[src/rtl/timer_display_driver.sv]
// Two-digit multiplexed seven-segment driver for the traffic-light countdown.
// A sequential double-dabble unit converts the 0..99 s value to BCD only when
// the value changes. A free-running scan counter alternates the two digits.
module timer_display_driver #(
  parameter int unsigned SCAN_DIV       = 50000,
  parameter bit          SEG_ACTIVE_LOW = 1'b1
) (
  input  logic       clock,
  input  logic       reset,
  input  logic [6:0] timeRemaining,
  input  logic       enable,
  output logic [6:0] segments,
  output logic [1:0] digitSelect,
  output logic       busy
);

  localparam int unsigned CNT_W     = (SCAN_DIV > 1) ? $clog2(SCAN_DIV) : 1;
  localparam int unsigned ITER_LAST = 6;
  localparam logic [6:0]  SEG_DASH  = 7'b1000000;
  localparam logic [6:0]  SEG_MASK  = SEG_ACTIVE_LOW ? 7'h7F : 7'h00;
  localparam logic [1:0]  DIG_MASK  = SEG_ACTIVE_LOW ? 2'b11 : 2'b00;
  localparam logic        UNITS     = 1'b0;

  typedef enum logic [1:0] {IDLE, SHIFT, DONE} state_t;

  state_t           state, state_nxt;
  logic [6:0]       in_reg;
  logic [6:0]       shown_value;
  logic [6:0]       conv_value;
  logic [14:0]      sr;
  logic [2:0]       iter;
  logic [3:0]       tens, units;
  logic             ovf;
  logic             load_shift, set_ovf, do_shift, finish;
  logic [CNT_W-1:0] scan_cnt;
  logic             active_digit;
  logic [6:0]       seg_nxt;
  logic [1:0]       dig_nxt;

  // One double-dabble iteration: add 3 to BCD nibbles >= 5, then shift left.
  function automatic logic [14:0] dd_step(input logic [14:0] v);
    logic [14:0] t;
    t = v;
    if (t[10:7] >= 4'd5)  t[10:7]  = t[10:7] + 4'd3;
    if (t[14:11] >= 4'd5) t[14:11] = t[14:11] + 4'd3;
    return {t[13:0], 1'b0};
  endfunction

  // Active-high gfedcba pattern; anything outside 0..9 is blank.
  function automatic logic [6:0] seg_pat(input logic [3:0] d);
    logic [6:0] p;
    case (d)
      4'd0:    p = 7'b0111111;
      4'd1:    p = 7'b0000110;
      4'd2:    p = 7'b1011011;
      4'd3:    p = 7'b1001111;
      4'd4:    p = 7'b1100110;
      4'd5:    p = 7'b1101101;
      4'd6:    p = 7'b1111101;
      4'd7:    p = 7'b0000111;
      4'd8:    p = 7'b1111111;
      4'd9:    p = 7'b1101111;
      default: p = 7'b0000000;
    endcase
    return p;
  endfunction

  // Conversion FSM state register; busy follows the next state.
  always_ff @(posedge clock or posedge reset) begin
    if (reset) begin
      state <= IDLE;
      busy  <= 1'b0;
    end else begin
      state <= state_nxt;
      busy  <= (state_nxt != IDLE);
    end
  end

  // Next-state and datapath strobes.
  always_comb begin
    state_nxt  = state;
    load_shift = 1'b0;
    set_ovf    = 1'b0;
    do_shift   = 1'b0;
    finish     = 1'b0;
    case (state)
      IDLE: begin
        if (in_reg != shown_value) begin
          if (in_reg <= 7'd99) begin
            load_shift = 1'b1;
            state_nxt  = SHIFT;
          end else begin
            set_ovf   = 1'b1;
            state_nxt = DONE;
          end
        end
      end
      SHIFT: begin
        do_shift = 1'b1;
        if (iter == 3'(ITER_LAST)) state_nxt = DONE;
      end
      DONE: begin
        finish    = 1'b1;
        state_nxt = IDLE;
      end
      default: state_nxt = IDLE;
    endcase
  end

  // Input capture and conversion datapath.
  always_ff @(posedge clock or posedge reset) begin
    if (reset) begin
      in_reg      <= '0;
      shown_value <= '0;
      conv_value  <= '0;
      sr          <= '0;
      iter        <= '0;
      tens        <= '0;
      units       <= '0;
      ovf         <= 1'b0;
    end else begin
      in_reg <= timeRemaining;
      if (load_shift) begin
        sr         <= {8'b0, in_reg};
        iter       <= '0;
        conv_value <= in_reg;
      end
      if (set_ovf) begin
        ovf         <= 1'b1;
        shown_value <= in_reg;
        conv_value  <= in_reg;
      end
      if (do_shift) begin
        sr   <= dd_step(sr);
        iter <= iter + 3'd1;
      end
      if (finish) begin
        shown_value <= conv_value;
        if (conv_value <= 7'd99) begin
          tens  <= sr[14:11];
          units <= sr[10:7];
          ovf   <= 1'b0;
        end
      end
    end
  end

  // Free-running digit scan, independent of the FSM and of enable.
  always_ff @(posedge clock or posedge reset) begin
    if (reset) begin
      scan_cnt     <= '0;
      active_digit <= UNITS;
    end else if (scan_cnt == CNT_W'(SCAN_DIV - 1)) begin
      scan_cnt     <= '0;
      active_digit <= ~active_digit;
    end else begin
      scan_cnt <= scan_cnt + CNT_W'(1);
    end
  end

  // Active-high digit/segment selection with dash and leading-zero blanking.
  always_comb begin
    seg_nxt = 7'b0000000;
    dig_nxt = 2'b00;
    if (enable) begin
      if (active_digit == UNITS) begin
        dig_nxt = 2'b01;
        seg_nxt = ovf ? SEG_DASH : seg_pat(units);
      end else begin
        dig_nxt = 2'b10;
        if (ovf)               seg_nxt = SEG_DASH;
        else if (tens != 4'd0) seg_nxt = seg_pat(tens);
      end
    end
  end

  // Output registers; both come from the same active_digit so they switch together.
  always_ff @(posedge clock or posedge reset) begin
    if (reset) begin
      segments    <= SEG_MASK;
      digitSelect <= DIG_MASK;
    end else begin
      segments    <= seg_nxt ^ SEG_MASK;
      digitSelect <= dig_nxt ^ DIG_MASK;
    end
  end

endmodule

[config.mk]
export PLATFORM = sky130hd
export DESIGN_NAME = timer_display_driver
export DESIGN_NICKNAME = d
export VERILOG_FILES = /design/src/rtl/timer_display_driver.sv
export SDC_FILE = /design/constraint.sdc
export NUM_CORES = 1
export LEC_CHECK = 0
export ABC_AREA = 1
export CAP_MARGIN = 0
export CORE_MARGIN = 1
export CORE_UTILIZATION = 54
export CTS_CLUSTER_DIAMETER = 150
export DETAILED_ROUTE_END_ITERATION = 8
export GPL_TIMING_DRIVEN = 1
export PLACE_DENSITY = 0.81
export RECOVER_POWER = 25
export SETUP_SLACK_MARGIN = 0.2
export SLEW_MARGIN = 15
export SYNTH_ARGS = -nofsm -noshare
export SYNTH_HDL_FRONTEND = slang
export SYNTH_SLANG_ARGS = --single-unit
[constraint.sdc]
create_clock -name clock -period 2.4 [get_ports clock]
set_input_delay 0.48 -clock clock [delete_from_list [all_inputs] [get_ports clock]]
set_output_delay 0.48 -clock clock [all_outputs]
set_load 0.005 [all_outputs]
==> results of run 1 <==
## path summary, 6_finish.rpt
kind                       slack, ns  cells after the start                          to                   from
hold reg to reg                 0.46                      1       scan_cnt[0]$_DFF_PP0_  scan_cnt[0]$_DFF_PP0_
setup / recovery                0.55                      1                 segments[1]  segments[1]$_DFF_PP1_
min in group asynchronous       0.80                      2      scan_cnt[10]$_DFF_PP0_                  reset
setup reg to reg                0.75                      7           sr[6]$_DFFE_PP0P_     state[1]$_DFF_PP0_
max in group asynchronous       0.71                      3  shown_value[2]$_DFFE_PP0P_                  reset
hold / removal                  0.46                      1       scan_cnt[0]$_DFF_PP0_  scan_cnt[0]$_DFF_PP0_
## kinds of logic after synthesis
family,after synthesis,share of synthesized area
simple gates,215,0.240
fa+ha+maj,18,0.0579
buf+inv,77,0.0804
flops,77,0.498
xor+xnor,8,0.0180
compound gates,76,0.106
## worst reg2reg max path, stage by stage, from the launching register on
cell	delay, ns
dfrtp_1	0.39
inv_1	0.15
nand2_2	0.33
inv_2	0.35
nand2_1	0.12
o21ai_0	0.12
nand2_1	0.08
nand2_1	0.05
## report_power, final
group | internal, mW | switching, mW | leakage [nW]
registers | 1.71 | 0.323 | 0.950
logic | 0.634 | 1.02 | 1.14
clock network | 0.511 | 0.480 | 0.0959
total | 2.86 | 1.82 | 2.19
## routing by layer
metal	GRT usage	wire length [um]	part of all wire
met1	0.284	3310	0.46
met2	0.346	3450	0.48
met3	0.0389	287	0.040
met4	0.0970	133	0.019
met5	0	0	0
## Yosys cell counts, drive strengths merged
master	instances
dfstp	9
or3	1
nand2	127
or2	2
nand4	3
ha	18
clkinv	1
inv	68
nor3	7
buf	5
a31oi	3
nor2	33
xor2	8
o21ai	58
dfrtp	68
nand3	41
clkbuf	3
a21oi	12
o211ai	3
nor4	1
## cell type report
cell class / count / area [um2]
repair buffers: 22 / 221
clock buffers: 11 / 141
inverters: 69 / 260
well taps: 96 / 120
fillers: 572 / 2490
multi-input cells: 317 / 1640
clock inverters: 5 / 58.8
flip-flops and latches: 77 / 1940
## per-stage QoR
step | power (mW) | setup WS, ns | utilization | instances | instance area [um2]
2_1_floorplan | 3.26 | 1.01 | - | 471 | 3890
3_3_place_gp | 3.60 | 0.836 | 0.609 | 581 | 4180
3_5_place_dp | 3.71 | 0.778 | 0.609 | 581 | 4180
4_1_cts | 4.70 | 0.525 | 0.638 | 597 | 4380
5_1_grt | 5.10 | 0.492 | 0.637 | 597 | 4380
6_report | 4.68 | 0.550 | 0.637 | 597 | 4380
==> results_dict.tcl, run 1 <==
set metrics [dict create \
    die_area_um2 7540 \
    worst_pin_slew_ns 1.15 \
    clkTransAtPathRegs_ns 0.08 \
    ir_drop_v 0.000595 \
    post-route-min-period_ns 1.85 \
    n_antenna_cell 0 \
    htreeDepth 3 \
    slew_viol_final 0 \
    cts_max_path_buffers 2 \
    path_buf_inv 1 \
    gp_congestion 0.846 \
    reg_top3 "scan_cnt (16), sr (15)" \
    yosysSeqAreaShare 0.498 \
    vias 3078 \
    timing.slew.headroom 0.227 \
    hp-class "reg2reg" \
    ys_ff_latch 77 \
    path_max_fanout 1 \
    crit_required_ns 1.92 \
    grt_max_degree 34 \
    hpwl_mm 5.07 \
    path_class "reg2out" \
    holdWs_ns 0.463 \
    numClockSinks 77 \
    io_pins 20 \
    final_common_cell "nand2_1" \
    synthTopCellsByArea "dfrtp_1 44%, nand2_1 12%, o21ai_0 7.2%" \
    crit_path_start_kind "flop" \
    largest_register_ffs 16 \
    cp-end-kind "output pin" \
    setup_tns_ns 0 \
    ant_nets 0 \
    finClkSkew_ns 0.0102 \
    die_w_um 86.9 \
    rows 30 \
    routed_wl_mm 7.19 \
    drc 0 \
    yosysWarnings 0 \
    antenna_found_initial 0 \
    firstDrtPassIters 5 \
    clock_latency_ns 0.35 \
    viasPerCell 5.16 \
    postCtsHoldBufs 0 \
    die_height_um 86.9 \
    grt_pass1_vias 2882 \
    nNetsFinal 524 \
    overflow 0 \
    track_usage 0.215 \
    hold_viol 0 \
    status "finished, final reports clean" \
    drive_above_1_share 0.0898 \
    cts_buffers 9 \
    post-route-period-util 0.771 \
    power_density_nw_per_um2 1070 \
    post_drt_wl_per_cell_um 12.0 \
    synth_area_um2 3890 \
    root_buffer "clkbuf_8" \
    layout_common_cells "122 x nand2_1, 68 x dfrtp_1, 64 x inv_1, 56 x o21ai_0, 38 x nand3_1" \
    cts_tree "yes" \
    max_freq_mhz 541 \
    initial_core_util 0.566 \
    cp_cell_sequence "clkdlybuf4s50_1" \
    synth_top_area_frac 0.438 \
    setup_viol 0 \
    yosys.area.top_type "dfrtp_1" \
    drtIter0Drc 176 \
    postCtsSetupBuffers 0 \
    p_leak_nw 2.19 \
    grt_pass1_wl_mm 12.6 \
    synth_cells 471 \
    slowest_delay_ns 0.53 \
    rsz0062_at_grt "false" \
    drv_cap 0 \
    path_delay_family "flip-flops" \
    io_buffers 19 \
    area_growth_pct 12.6 \
    coreArea_um2 6870 \
    syn_area_per_cell_um2 8.26 \
    synth_nets 499 \
    ys_types 31 \
    ctsResizeCount 0 \
    crit_slowest_cell "dfstp_2" \
    top_register "scan_cnt" \
    cp.arrival_ns 1.37 \
]
(Power assumes the default switching activity.)
==> inputs of run 2 (changes only) <==
--- a/config.mk
+++ b/config.mk
@@ -8,11 +8,11 @@
 export ABC_AREA = 1
 export CAP_MARGIN = 0
 export CORE_MARGIN = 1
-export CORE_UTILIZATION = 54
+export CORE_UTILIZATION = 60
 export CTS_CLUSTER_DIAMETER = 150
 export DETAILED_ROUTE_END_ITERATION = 8
 export GPL_TIMING_DRIVEN = 1
-export PLACE_DENSITY = 0.81
+export PLACE_DENSITY = 0.85
 export RECOVER_POWER = 25
 export SETUP_SLACK_MARGIN = 0.2
 export SLEW_MARGIN = 15
==> constraint.sdc (replaced) <==
create_clock -name clock -period 1.9 [get_ports clock]
set_input_delay 0.38 -clock clock [delete_from_list [all_inputs] [get_ports clock]]
set_output_delay 0.38 -clock clock [all_outputs]
set_load 0.005 [all_outputs]
==> results_dict.tcl, run 2 (synthesized netlist as in run 1, its figures left out) <==
set metrics [dict create \
    status "finished, final reports clean" \
    grt_pass1_wl_mm 13.2 \
    grtUsageMet2 0.439 \
    viasPerCell 5.49 \
    cts_max_path_buffers 2 \
    firstDrtPassIters 5 \
    die_height_um 82.5 \
    antenna_found_initial 0 \
    drc 0 \
    seq_power_share 0.424 \
    routed_wl_mm 7.79 \
    grt_pass1_vias 3009 \
    post_drt_wl_per_cell_um 13.4 \
    hp-class "reg2reg" \
    cp_cell_sequence "inv_1 -> nand2_1 -> nand2_1 -> nand2_1 -> nor2_1 -> nand3_2 -> nand3_4 -> nand2_4 -> nand2_1 -> nand2_1" \
    nNetsFinal 528 \
    cts_buffers 9 \
    dp.cells 561 \
    cp.arrival_ns 1.82 \
    postCtsHoldBufs 0 \
    ir_drop_v 0.000669 \
    use_met1 0.329 \
    gp_congestion 0.862 \
    grt.met3_usage 0.0637 \
    die_area_um2 6810 \
    top_register "scan_cnt" \
    power_frac_clock 0.223 \
    cellInternalPower_mw 3.70 \
    final_common_cell "nand2_1" \
    coreArea_um2 6100 \
    total_power_mw 6.07 \
    track_usage 0.263 \
    p_switching_mw 2.37 \
    final_cells 580 \
    die_w_um 82.5 \
    area_growth_pct 13.5 \
    numClockSinks 77 \
    rsz0062_at_grt "true" \
    combPwrFrac 0.353 \
    crit_path_frequent_cell "nand2_1" \
    hpwl_mm 5.41 \
    ant_nets 0 \
    hp-start "scan_cnt[0]$_DFF_PP0_" \
    worstReg2RegStart "in_reg[6]$_DFF_PP0_" \
    layout_common_cells "122 x nand2_1, 68 x dfrtp_1, 63 x inv_1, 55 x o21ai_0, 37 x nand3_1" \
    drtIter0Drc 217 \
    clkTransAtPathRegs_ns 0.07 \
    overflow 0 \
    setup_tns_ns 0 \
    hold_viol 0 \
    vias 3183 \
    max_freq_mhz 632 \
    crit_path_start_kind "flop" \
    slowest_delay_ns 0.40 \
    rows 28 \
    path_max_fanout 20 \
    finClkSkew_ns 0.0110 \
    worst_pin_slew_ns 0.680 \
    setup_viol 0 \
    drv_cap 0 \
    startpoint "in_reg[6]$_DFF_PP0_" \
    crit_slowest_cell "dfrtp_1" \
    htreeDepth 3 \
    power_density_nw_per_um2 1380 \
    initial_core_util 0.638 \
    grt_max_degree 41 \
    slew_viol_final 0 \
    cts_tree "yes" \
    n_antenna_cell 0 \
    clock_latency_ns 0.35 \
    reg_top3 "scan_cnt (16), sr (15)" \
    switching_share 0.390 \
    io_buffers 19 \
    post-route-min-period_ns 1.58 \
    root_buffer "clkbuf_8" \
    crit_required_ns 2.14 \
    io_pins 20 \
    post-route-period-util 0.832 \
    timing.slew.headroom 0.547 \
    path_class "reg2reg" \
    largest_register_ffs 16 \
    busiest_layer "met2" \
    drive_above_1_share 0.107 \
    p_leak_nw 2.21 \
    cp-end-kind "flop" \
    r2r_setup_slack_ns 0.32 \
]
run 2: final timing paths:
check,endpoint,cells past startpoint
setup / recovery,sr[6]$_DFFE_PP0P_,10
hold reg to reg,scan_cnt[0]$_DFF_PP0_,1
setup reg to reg,sr[6]$_DFFE_PP0P_,10
min in group asynchronous,scan_cnt[9]$_DFF_PP0_,2
max in group asynchronous,sr[13]$_DFFE_PP0P_,3
hold / removal,scan_cnt[0]$_DFF_PP0_,1
run 2: layer usage:
layer | part of all wire | vias to the layer above | wire length [um]
met5 | 0 | - | 0
met4 | 0.020 | 0 | 157
met3 | 0.044 | 19 | 339
met2 | 0.49 | 97 | 3830
met1 | 0.44 | 1514 | 3460
li1 | - | 1553 | -
run 2: critical path, delay by kind of cell (launching register included):
| family | cells | cell delay [ns] |
|---|---|---|
| DFF | 1 | 0.40 |
| and+or+nand+nor | 9 | 0.96 |
| buffers and inverters | 1 | 0.12 |
run 2: cell type report:
cell class              count  area (um2)
flip-flops and latches     77        1940
inverters                  69         260
multi-input cells         317        1670
well taps                  75        93.8
clock inverters             6        86.3
fillers                   470        1680
clock buffers              10         128
repair buffers             26         241
run 2: power by group through the flow:
stage / Clock (mW) / Sequential [mW] / Combinational, mW
2_1_floorplan: 0 / 2.50 / 1.62
3_3_place_gp: 0 / 2.57 / 2.01
3_5_place_dp: 0 / 2.60 / 2.13
4_1_cts: 1.37 / 2.56 / 2.11
5_1_grt: 1.44 / 2.63 / 2.51
6_report: 1.36 / 2.57 / 2.14
run 2: metrics by stage:
step                      hold slack (ns)  instance area, um2   util  worst slack (ns)
final                               0.465                4420  0.724             0.318
after global routing                0.490                4420  0.724             0.179
after CTS                           0.311                4380  0.719             0.267
after detailed placement            0.451                4180  0.685             0.296
after global placement              0.447                4180  0.685             0.364
after floorplan                     0.411                3890      -             0.508
run 2: what timing repair did:
action | CTS | global route
gates resized for setup | 9 | 8
pin swaps | 0 | 2
setup buffers | 0 | 3
setup endpoints to repair | 9 | 27
==> inputs of run 3 (changes only) <==
==> constraint.sdc (replaced) <==
create_clock -name clock -period 1.6 [get_ports clock]
set_input_delay 0.32 -clock clock [delete_from_list [all_inputs] [get_ports clock]]
set_output_delay 0.32 -clock clock [all_outputs]
set_load 0.005 [all_outputs]
==> results_dict.tcl, run 3 (synthesized netlist as in run 1, its figures left out) <==
set metrics [dict create \
    cts_buffers 9 \
    hp-class "in2async" \
    cts_max_path_buffers 2 \
    crit_path_frequent_cell "nand2_1" \
    drive_above_1_share 0.309 \
    grtUsageMet2 0.498 \
    place_ws_ns -0.0228 \
    final_util 0.823 \
    io_pins 20 \
    startpoint "in_reg[6]$_DFF_PP0_" \
    grt_pass1_wl_mm 14.4 \
    slew_viol_final 0 \
    root_buffer "clkbuf_8" \
    busiest_layer "met2" \
    post_drt_wl_per_cell_um 18.1 \
    p_leak_nw 2.46 \
    htreeDepth 3 \
    ant_nets 0 \
    numClockSinks 77 \
    path_delay_family "simple AND/OR/NAND/NOR gates" \
    coreArea_um2 6100 \
    max_freq_mhz 631 \
    antenna_found_initial 0 \
    worstReg2RegStart "in_reg[6]$_DFF_PP0_" \
    cp_cell_sequence "inv_2 -> nand2_1 -> nand2_1 -> nand2_1 -> nor2_2 -> nand3_4 -> nand3_4 -> buf_12 -> buf_8 -> nand3_1 -> nand2_1" \
    drv_cap 0 \
    die_area_um2 6810 \
    hpwl_mm 5.63 \
    routed_wl_mm 11.0 \
    r2r_end "sr[3]$_DFFE_PP0P_" \
    final_common_cell "nand2_1" \
    largest_register_ffs 16 \
    hold_viol 0 \
    final_cells 606 \
    firstDrtPassIters 5 \
    rsz0062_at_grt "true" \
    post-route-period-util 0.990 \
    postCtsHoldBufs 0 \
    worst_slack_ns 0.0154 \
    ir_drop_v 0.00122 \
    holdWs_ns 0.451 \
    clock_latency_ns 0.35 \
    setup_viol 0 \
    gp_congestion 0.859 \
    viasPerCell 6.05 \
    area_growth_pct 29.1 \
    overflow 0 \
    use_met1 0.342 \
    cp.arrival_ns 1.88 \
    place_area_um2 4280 \
    vias 3664 \
    crit_slowest_cell "dfrtp_1" \
    reg_top3 "scan_cnt (16), sr (15)" \
    path_buf_inv 3 \
    crit_path_start_kind "flop" \
    path_class "reg2reg" \
    cts_tree "yes" \
    drtIter0Drc 428 \
    post-route-min-period_ns 1.58 \
    path_max_fanout 6 \
    dp.cells 571 \
    grt_pass1_vias 3208 \
    die_height_um 82.5 \
    crit_required_ns 1.89 \
    finClkSkew_ns 0.00539 \
    cp-end-kind "flop" \
    worstRegToRegCells 11 \
    cp_num_cells 11 \
    timing.slew.headroom 0.613 \
    slowest_delay_ns 0.41 \
    rows 28 \
    drc 0 \
    power_density_nw_per_um2 1680 \
    fin_area_um2 5020 \
    clkTransAtPathRegs_ns 0.08 \
    initial_core_util 0.638 \
    endpoint "sr[3]$_DFFE_PP0P_" \
    r2r_setup_slack_ns 0.02 \
    grt.met3_usage 0.0429 \
    n_antenna_cell 0 \
    nNetsFinal 554 \
    top_register "scan_cnt" \
    track_usage 0.285 \
    io_buffers 19 \
    layout_common_cells "94 x nand2_1, 67 x dfrtp_1, 53 x inv_1, 38 x o21ai_0" \
    die_w_um 82.5 \
    status "finished, final reports clean" \
    worst_pin_slew_ns 0.578 \
    grt_max_degree 44 \
]
==> run 3: metal layers <==
metal	vias to the layer above	wire, um
met4	0	604
met3	68	726
met2	223	5580
met1	1758	4060
li1	1615	-
met5	-	0
==> run 3: what timing repair did <==
item	in CTS	in global routing
gates cloned	1	1
setup endpoints to repair	54	66
gates resized for setup	46	107
buffers inserted	12	5
pin swaps	12	26
==> run 3: final cells by class <==
class | count | area, um2
timing repair buffer | 51 | 499
fill | 321 | 1080
sequential | 77 | 1940
clock inverter | 4 | 45.0
clock buffer | 12 | 165
tap | 75 | 93.8
inverter | 69 | 264
multi-input combinational | 318 | 2010
==> run 3: power breakdown <==
group | switching [mW] | internal [mW]
Sequential | 0.569 | 2.57
Combinational | 2.24 | 1.48
Clock | 0.731 | 0.841
==> run 3: through the flow <==
stage | total power [mW] | setup TNS [ns]
after detailed placement | 5.74 | -0.0426
after global routing | 8.93 | -0.780
after global placement | 5.55 | 0
after CTS | 7.54 | 0
after floorplan | 4.89 | 0
final | 8.44 | 0
==> run 3: worst min-delay path by stage <==
| stage | slack, ns | endpoint | startpoint |
|---|---|---|---|
| after CTS | 0.29 | scan_cnt[1]$_DFF_PP0_ | reset |
| after detailed placement | 0.49 | conv_value[1]$_DFFE_PP0P_ | conv_value[1]$_DFFE_PP0P_ |
| after global placement | 0.44 | scan_cnt[0]$_DFF_PP0_ | scan_cnt[0]$_DFF_PP0_ |
| after floorplan | 0.35 | in_reg[0]$_DFF_PP0_ | timeRemaining[0] |
| final | 0.45 | scan_cnt[0]$_DFF_PP0_ | reset |
| after global routing | 0.51 | sr[3]$_DFFE_PP0P_ | reset |
